`config.mk`:
```
export PLATFORM = sky130hd
export DESIGN_NAME = cpu_state_dumper_flat
export DESIGN_NICKNAME = d
export VERILOG_FILES = /design/src/rtl/cpu_state_dumper_if.sv /design/src/rtl/cpu_state_dumper.sv /design/src/flat_wrapper.sv
export SDC_FILE = /design/constraint.sdc
export NUM_CORES = 1
export LEC_CHECK = 0
export ABC_AREA = 1
export CORE_MARGIN = 2
export CORE_UTILIZATION = 54
export DETAILED_ROUTE_END_ITERATION = 16
export PLACE_DENSITY = 0.86
export SLEW_MARGIN = 20
export SYNTH_ARGS = -nofsm -noshare
export SYNTH_HDL_FRONTEND = slang
export SYNTH_SLANG_ARGS = --single-unit
```
`constraint.sdc`:
```
create_clock -name clk -period 3.1 [get_ports clk]
set_clock_uncertainty 0.1 [all_clocks]
set_input_delay 0.465 -clock clk [delete_from_list [all_inputs] [get_ports clk]]
set_output_delay 0.465 -clock clk [all_outputs]
set_load 0.02 [all_outputs]
```
`src/rtl/cpu_state_dumper_if.sv`:
```
// Byte stream channel from the state dumper to a UART or display back end.
// A byte moves on a clock edge where out_valid and out_ready are both high.
interface cpu_state_dumper_if;
  logic       out_valid;
  logic       out_ready;
  logic [7:0] out_byte;

  modport master (output out_valid, output out_byte, input out_ready);
  modport slave  (input out_valid, input out_byte, output out_ready);
endinterface

```
`src/rtl/cpu_state_dumper.sv`:
```
// CPU state dumper: snapshots PC/INST, sweeps the 32 general registers and a
// window of data memory through the CPU debug port, and streams a framed,
// XOR-checksummed byte sequence:
//   HEADER, PC, INST, R0..R31, MEM[0..NUM_MEM-1], CSUM
// Every word goes out MSB first. Registers and memory are read live; the CPU
// must be stopped for the dump to be coherent.
module cpu_state_dumper #(
  parameter int unsigned NUM_MEM  = 32,
  parameter logic [31:0] MEM_BASE = 32'd0,
  parameter logic [7:0]  HEADER   = 8'hA5
) (
  input  logic        clk,
  input  logic        resetn,
  input  logic        start,
  output logic        busy,
  output logic        done,
  output logic [4:0]  rf_addr,
  input  logic [31:0] rf_data,
  output logic [31:0] mem_addr,
  input  logic [31:0] mem_data,
  input  logic [31:0] cpu_pc,
  input  logic [31:0] cpu_inst,
  cpu_state_dumper_if.master out_if
);

  // Word index layout: 0 = PC, 1 = INST, 2..33 = registers, 34.. = memory.
  localparam logic [6:0] FIRST_REG_W = 7'd2;
  localparam logic [6:0] FIRST_MEM_W = 7'd34;
  localparam logic [6:0] LAST_W      = 7'(33 + NUM_MEM);

  typedef enum logic [2:0] {
    S_IDLE, S_HDR, S_LOAD, S_SEND, S_CSUM, S_FIN
  } state_t;

  state_t      state_q, state_d;
  logic        busy_q, busy_d;
  logic        done_q, done_d;
  logic        valid_q, valid_d;
  logic [7:0]  byte_q, byte_d;
  logic [4:0]  rf_addr_q, rf_addr_d;
  logic [31:0] mem_addr_q, mem_addr_d;
  logic [31:0] pc_q, pc_d;
  logic [31:0] inst_q, inst_d;
  logic [23:0] rest_q, rest_d;   // bytes of the current word not yet presented
  logic [7:0]  csum_q, csum_d;
  logic [6:0]  w_q, w_d;
  logic [1:0]  cnt_q, cnt_d;     // bytes of the current word already transferred
  logic [31:0] word_s;
  logic        xfer_s;

  assign xfer_s = valid_q & out_if.out_ready;

  // Select the word being captured for the current index.
  always_comb begin
    if (w_q == 7'd0) begin
      word_s = pc_q;
    end else if (w_q == 7'd1) begin
      word_s = inst_q;
    end else if (w_q < FIRST_MEM_W) begin
      word_s = rf_data;
    end else begin
      word_s = mem_data;
    end
  end

  // Next-state and next-output logic of the dump sequencer.
  always_comb begin
    state_d    = state_q;
    busy_d     = busy_q;
    done_d     = 1'b0;
    valid_d    = valid_q;
    byte_d     = byte_q;
    rf_addr_d  = rf_addr_q;
    mem_addr_d = mem_addr_q;
    pc_d       = pc_q;
    inst_d     = inst_q;
    rest_d     = rest_q;
    csum_d     = csum_q;
    w_d        = w_q;
    cnt_d      = cnt_q;
    case (state_q)
      S_IDLE: begin
        if (start) begin
          state_d = S_HDR;
          busy_d  = 1'b1;
          pc_d    = cpu_pc;
          inst_d  = cpu_inst;
          csum_d  = 8'd0;
          w_d     = 7'd0;
          cnt_d   = 2'd0;
          valid_d = 1'b1;
          byte_d  = HEADER;
        end else begin
          state_d = S_IDLE;
        end
      end
      S_HDR: begin
        if (xfer_s) begin
          state_d = S_LOAD;
          valid_d = 1'b0;
        end else begin
          state_d = S_HDR;
        end
      end
      S_LOAD: begin
        state_d = S_SEND;
        byte_d  = word_s[31:24];
        rest_d  = word_s[23:0];
        valid_d = 1'b1;
        cnt_d   = 2'd0;
      end
      S_SEND: begin
        if (xfer_s) begin
          csum_d = csum_q ^ byte_q;
          byte_d = rest_q[23:16];
          rest_d = {rest_q[15:0], 8'd0};
          cnt_d  = cnt_q + 2'd1;
          if (cnt_q == 2'd3) begin
            if (w_q == LAST_W) begin
              state_d = S_CSUM;
              byte_d  = csum_q ^ byte_q;
            end else begin
              state_d = S_LOAD;
              valid_d = 1'b0;
              w_d     = w_q + 7'd1;
              // Present the debug address one cycle ahead of the capture.
              if ((w_d >= FIRST_REG_W) && (w_d < FIRST_MEM_W)) begin
                rf_addr_d = 5'(w_d - FIRST_REG_W);
              end else if (w_d >= FIRST_MEM_W) begin
                mem_addr_d = MEM_BASE + {23'd0, w_d - FIRST_MEM_W, 2'b00};
              end else begin
                rf_addr_d = rf_addr_q;
              end
            end
          end else begin
            state_d = S_SEND;
          end
        end else begin
          state_d = S_SEND;
        end
      end
      S_CSUM: begin
        if (xfer_s) begin
          state_d = S_FIN;
          valid_d = 1'b0;
          done_d  = 1'b1;
          busy_d  = 1'b0;
        end else begin
          state_d = S_CSUM;
        end
      end
      S_FIN: begin
        state_d = S_IDLE;
      end
      default: begin
        state_d = S_IDLE;
        valid_d = 1'b0;
        busy_d  = 1'b0;
      end
    endcase
  end

  // State and output registers; reset abandons any frame in progress.
  always_ff @(posedge clk or negedge resetn) begin
    if (!resetn) begin
      state_q    <= S_IDLE;
      busy_q     <= 1'b0;
      done_q     <= 1'b0;
      valid_q    <= 1'b0;
      byte_q     <= 8'd0;
      rf_addr_q  <= 5'd0;
      mem_addr_q <= MEM_BASE;
      pc_q       <= 32'd0;
      inst_q     <= 32'd0;
      rest_q     <= 24'd0;
      csum_q     <= 8'd0;
      w_q        <= 7'd0;
      cnt_q      <= 2'd0;
    end else begin
      state_q    <= state_d;
      busy_q     <= busy_d;
      done_q     <= done_d;
      valid_q    <= valid_d;
      byte_q     <= byte_d;
      rf_addr_q  <= rf_addr_d;
      mem_addr_q <= mem_addr_d;
      pc_q       <= pc_d;
      inst_q     <= inst_d;
      rest_q     <= rest_d;
      csum_q     <= csum_d;
      w_q        <= w_d;
      cnt_q      <= cnt_d;
    end
  end

  assign busy             = busy_q;
  assign done             = done_q;
  assign rf_addr          = rf_addr_q;
  assign mem_addr         = mem_addr_q;
  assign out_if.out_valid = valid_q;
  assign out_if.out_byte  = byte_q;

endmodule

```
`src/flat_wrapper.sv`:
```
// flat-port wrapper written by rule: the top's interface ports become plain ports
module cpu_state_dumper_flat 
#(
  parameter int unsigned NUM_MEM  = 32,
  parameter logic [31:0] MEM_BASE = 32'd0,
  parameter logic [7:0]  HEADER   = 8'hA5
)
  (clk, resetn, start, busy, done, rf_addr, rf_data, mem_addr, mem_data, cpu_pc, cpu_inst, out_if_out_valid, out_if_out_byte, out_if_out_ready);
  cpu_state_dumper_if out_if_i ();
  input  logic clk;
  input  logic resetn;
  input  logic start;
  output logic busy;
  output logic done;
  output logic [4:0] rf_addr;
  input  logic [31:0] rf_data;
  output logic [31:0] mem_addr;
  input  logic [31:0] mem_data;
  input  logic [31:0] cpu_pc;
  input  logic [31:0] cpu_inst;
  output wire logic [$bits(out_if_i.out_valid)-1:0] out_if_out_valid;
  output wire logic [$bits(out_if_i.out_byte)-1:0] out_if_out_byte;
  input wire logic [$bits(out_if_i.out_ready)-1:0] out_if_out_ready;
  assign out_if_out_valid = out_if_i.out_valid;
  assign out_if_out_byte = out_if_i.out_byte;
  assign out_if_i.out_ready = out_if_out_ready;
  cpu_state_dumper #(.NUM_MEM(NUM_MEM), .MEM_BASE(MEM_BASE), .HEADER(HEADER)) u_core (.clk(clk), .resetn(resetn), .start(start), .busy(busy), .done(done), .rf_addr(rf_addr), .rf_data(rf_data), .mem_addr(mem_addr), .mem_data(mem_data), .cpu_pc(cpu_pc), .cpu_inst(cpu_inst), .out_if(out_if_i));
endmodule
```
==> flow_summary.json <==
{
  "drv_slew": 0,
  "slew_at_the_pin_closest_to_its_max_slew_limit_ns": 0.7274,
  "synth_top_family_by_area": "simple AND/OR/NAND/NOR gates",
  "grt_pass1_wl_um": 31070,
  "synth_ff_type": "sky130_fd_sc_hd__dfrtp_1",
  "cts_hold_buffers": 0,
  "yosys.area_share.simple": 0.2380,
  "drt_iter0_drc": 486,
  "ys_warn_count": 0,
  "critical-path-top-cell-by-count": "sky130_fd_sc_hd__nand2_1",
  "drv_cap": 0,
  "synth.distinct_cells": 39,
  "async_reset_ff_frac": 1.000,
  "cts.repair.resized": 0,
  "finish.net_count": 1245,
  "critPathCaptureType": "flop",
  "critical_path.reg2reg.startpoint": "u_core.w_q[0]",
  "setup_tns_ns": 0,
  "detail_route.wirelength_um": 19370,
  "fin_ws_ns": 0.6135,
  "synth_compound_gate_area_share": 0.1628,
  "post_synth_mux_area_share": 0,
  "die_h_um": 120.0,
  "vdd.ir_drop.worst_mv": 0.4842,
  "grt_max_degree": 65,
  "die_width_um": 120.0,
  "post_synth_inst_count": 968,
  "achievable-frequency_ghz": 0.4022,
  "post-cts-setup-buffer-count": 0,
  "fin_crit_ns": 2.486,
  "ant_nets": 0,
  "utilization": 0.7132,
  "crit_path_cell_trace": "ha_1 -> xnor2_1 -> ha_1 -> nand3_4 -> nor2_1 -> nand2_1 -> nand2_2 -> nand3_2 -> nand2_1 -> nand2_1",
  "powerDensity_nw_per_um2": 759.4,
  "vias_per_cell": 5.186,
  "place.detailed.hpwl_um": 13480,
  "cts_inserted_buffers": 17,
  "numClockSinks": 131,
  "netlist_area_sq_um": 7269,
  "gpl_congestion": 0.8516,
  "rsz0062_at_grt": "no",
  "finalNonFillerCells": 1295,
  "path_class": "reg2reg",
  "wire_per_inst_um": 14.96,
  "holdWs_ns": -0.008872,
  "worst-endpoint-required_ns": 3.31,
  "grt_usage": 0.2783,
  "crit_fanout": 14,
  "syn_avg_cell_area_sq_um": 7.510,
  "worst_setup_path_startpoint": "u_core.w_q[0]",
  "syn_to_final_growth_pct": 29.41,
  "cp.arrival_ns": 2.70,
  "antenna_cells_inserted": 0,
  "cp-start-kind": "flop",
  "drt_pass1_iterations": 5,
  "clk_path_buf_depth": 2,
  "status": "finished, violations left",
  "slack_of_the_worst_reg_to_reg_path_ns": 0.61,
  "timing.final.hold_violations": 4,
  "place.port_buffers": 154,
  "postSynthRegisterBits": 131,
  "critPathSlowestCell": "sky130_fd_sc_hd__dfrtp_1",
  "yosys.area_share.adder": 0.01205,
  "dp_cells": 1263,
  "drcViolationCount": 0,
  "critical-path-max-stage-delay_ns": 0.44,
  "cts.clk_slew.worst_paths_ns": 0.06,
  "initial_antenna_violation_count": 0,
  "synth_sequential_area_ratio": 0.4509,
  "maxSlewHeadroom": 0.5151,
  "initial_core_utilization": 0.5511,
  "ioPinCount": 180,
  "first_global_vias": 6468,
  "synth-edff-count": 0,
  "globalRoute.totalOverflow": 0,
  "coreArea_sq_um": 13190,
  "finalCritPeriodShare": 0.8021,
  "vias": 6716,
  "min_path_type": "in2async",
  "final_common_cell": "sky130_fd_sc_hd__nand2_1",
  "tritoncts_clock_tree": "done",
  "pre_cts_slack_ns": 0.6144,
  "clock_insertion_delay_at_the_later_pin_of_the_skew_report_ns": 0.43,
  "htreeDepth": 4,
  "layout-drive-gt1-share": 0.07328,
  "power.leakage_nw": 4.543,
  "failed_checks": "hold timing",
  "num_rows": 42,
  "floorplan_die_area_sq_um": 14410,
  "setup_viol": 0,
  "mostFrequentLayoutCells": "sky130_fd_sc_hd__nand2_1, sky130_fd_sc_hd__clkdlybuf4s50_1, sky130_fd_sc_hd__dfrtp_1",
  "clock_root_buffer": "sky130_fd_sc_hd__clkbuf_16",
  "yosys.area_share.xor_xnor": 0.01325
}
[where the power goes]
| group | internal [mW] | total [mW] | switching, mW |
|---|---|---|---|
| combinational | 0.919 | 2.29 | 1.37 |
| sequential | 2.41 | 2.77 | 0.357 |
| clock | 1.33 | 2.09 | 0.763 |
[logic make-up after synthesis]
| family | after synthesis |
|---|---|
| compound gates | 210 |
| other cells | 1 |
| xor+xnor | 11 |
| simple gates | 416 |
| fa+ha+maj | 7 |
| flops | 131 |
| buf+inv | 192 |
[state kept, by name, summed over array words and instances, names as in the netlist]
| signal | cells |
|---|---|
| u_core.csum_q | 8 |
| u_core.busy | 1 |
| u_core.state_q | 3 |
| u_core.pc_q | 32 |
| u_core.inst_q | 32 |
| u_core.rf_addr | 5 |
| u_core.out_if.out_valid | 1 |
| u_core.done | 1 |
| u_core.cnt_q | 2 |
| u_core.w_q | 7 |
| u_core.mem_addr | 7 |
| u_core.out_if.out_byte | 8 |
| u_core.rest_q | 24 |
[critical path: cells and delay by family, from the launching register on]
kind / cells / cell delay [ns]
adder cells (fa/ha/maj): 2 / 0.58
flip-flops: 1 / 0.44
AND/OR/NAND/NOR: 7 / 0.84
XOR/XNOR: 1 / 0.41
[routing by layer]
layer | global-route usage | part of all wire | wire length [um] | vias to the layer above
li1 | - | - | - | 3302
met1 | 0.3268 | 0.39 | 7549 | 3113
met2 | 0.4815 | 0.52 | 9980 | 251
met3 | 0.06131 | 0.059 | 1143 | 50
met4 | 0.1346 | 0.036 | 700 | 0
met5 | 0 | 0 | 0 | -
[area by class of cell]
| cell class | instances | area (sq um) |
|---|---|---|
| Sequential cell | 131 | 3278 |
| Clock inverter | 11 | 151.4 |
| Multi-Input combinational cell | 669 | 3192 |
| Fill cell | 1018 | 3782 |
| Inverter | 121 | 454.2 |
| Clock buffer | 21 | 470.5 |
| Timing Repair Buffer | 166 | 1642 |
| Tap cell | 176 | 220.2 |
[synthesized netlist by cell type, drive strengths merged (7+ instances only)]
library cell  instances  area, sq um
a21oi                85        429.2
buf                  57        382.9
clkbuf               14        52.55
dfrtp               131         3278
ha                    7        87.58
inv                 120        450.4
nand2               319         1217
nand3                31        182.7
nand4                 9        56.30
nor2                 48        212.7
o211ai               23        222.7
o21ai                92        460.4
xnor2                10        87.58
[worst paths after layout]
check | endpoint | depth (start not counted)
setup reg to reg | u_core.mem_addr[8] | 10
hold reg to reg | u_core.inst_q[25] | 2
hold / removal | u_core.rf_addr[1] | 1
setup / recovery | u_core.mem_addr[8] | 10
max in group asynchronous | u_core.pc_q[1] | 2
min in group clk | u_core.inst_q[25] | 2
[metrics by stage]
stage | instance area (sq um) | power, mW
5_1_grt | 9408 | 7.598
4_1_cts | 9408 | 7.145
6_report | 9408 | 7.144
3_3_place_gp | 8786 | 4.894
2_1_floorplan | 7360 | 4.286
3_5_place_dp | 8786 | 5.010
Power figures use the tool's default switching activity.
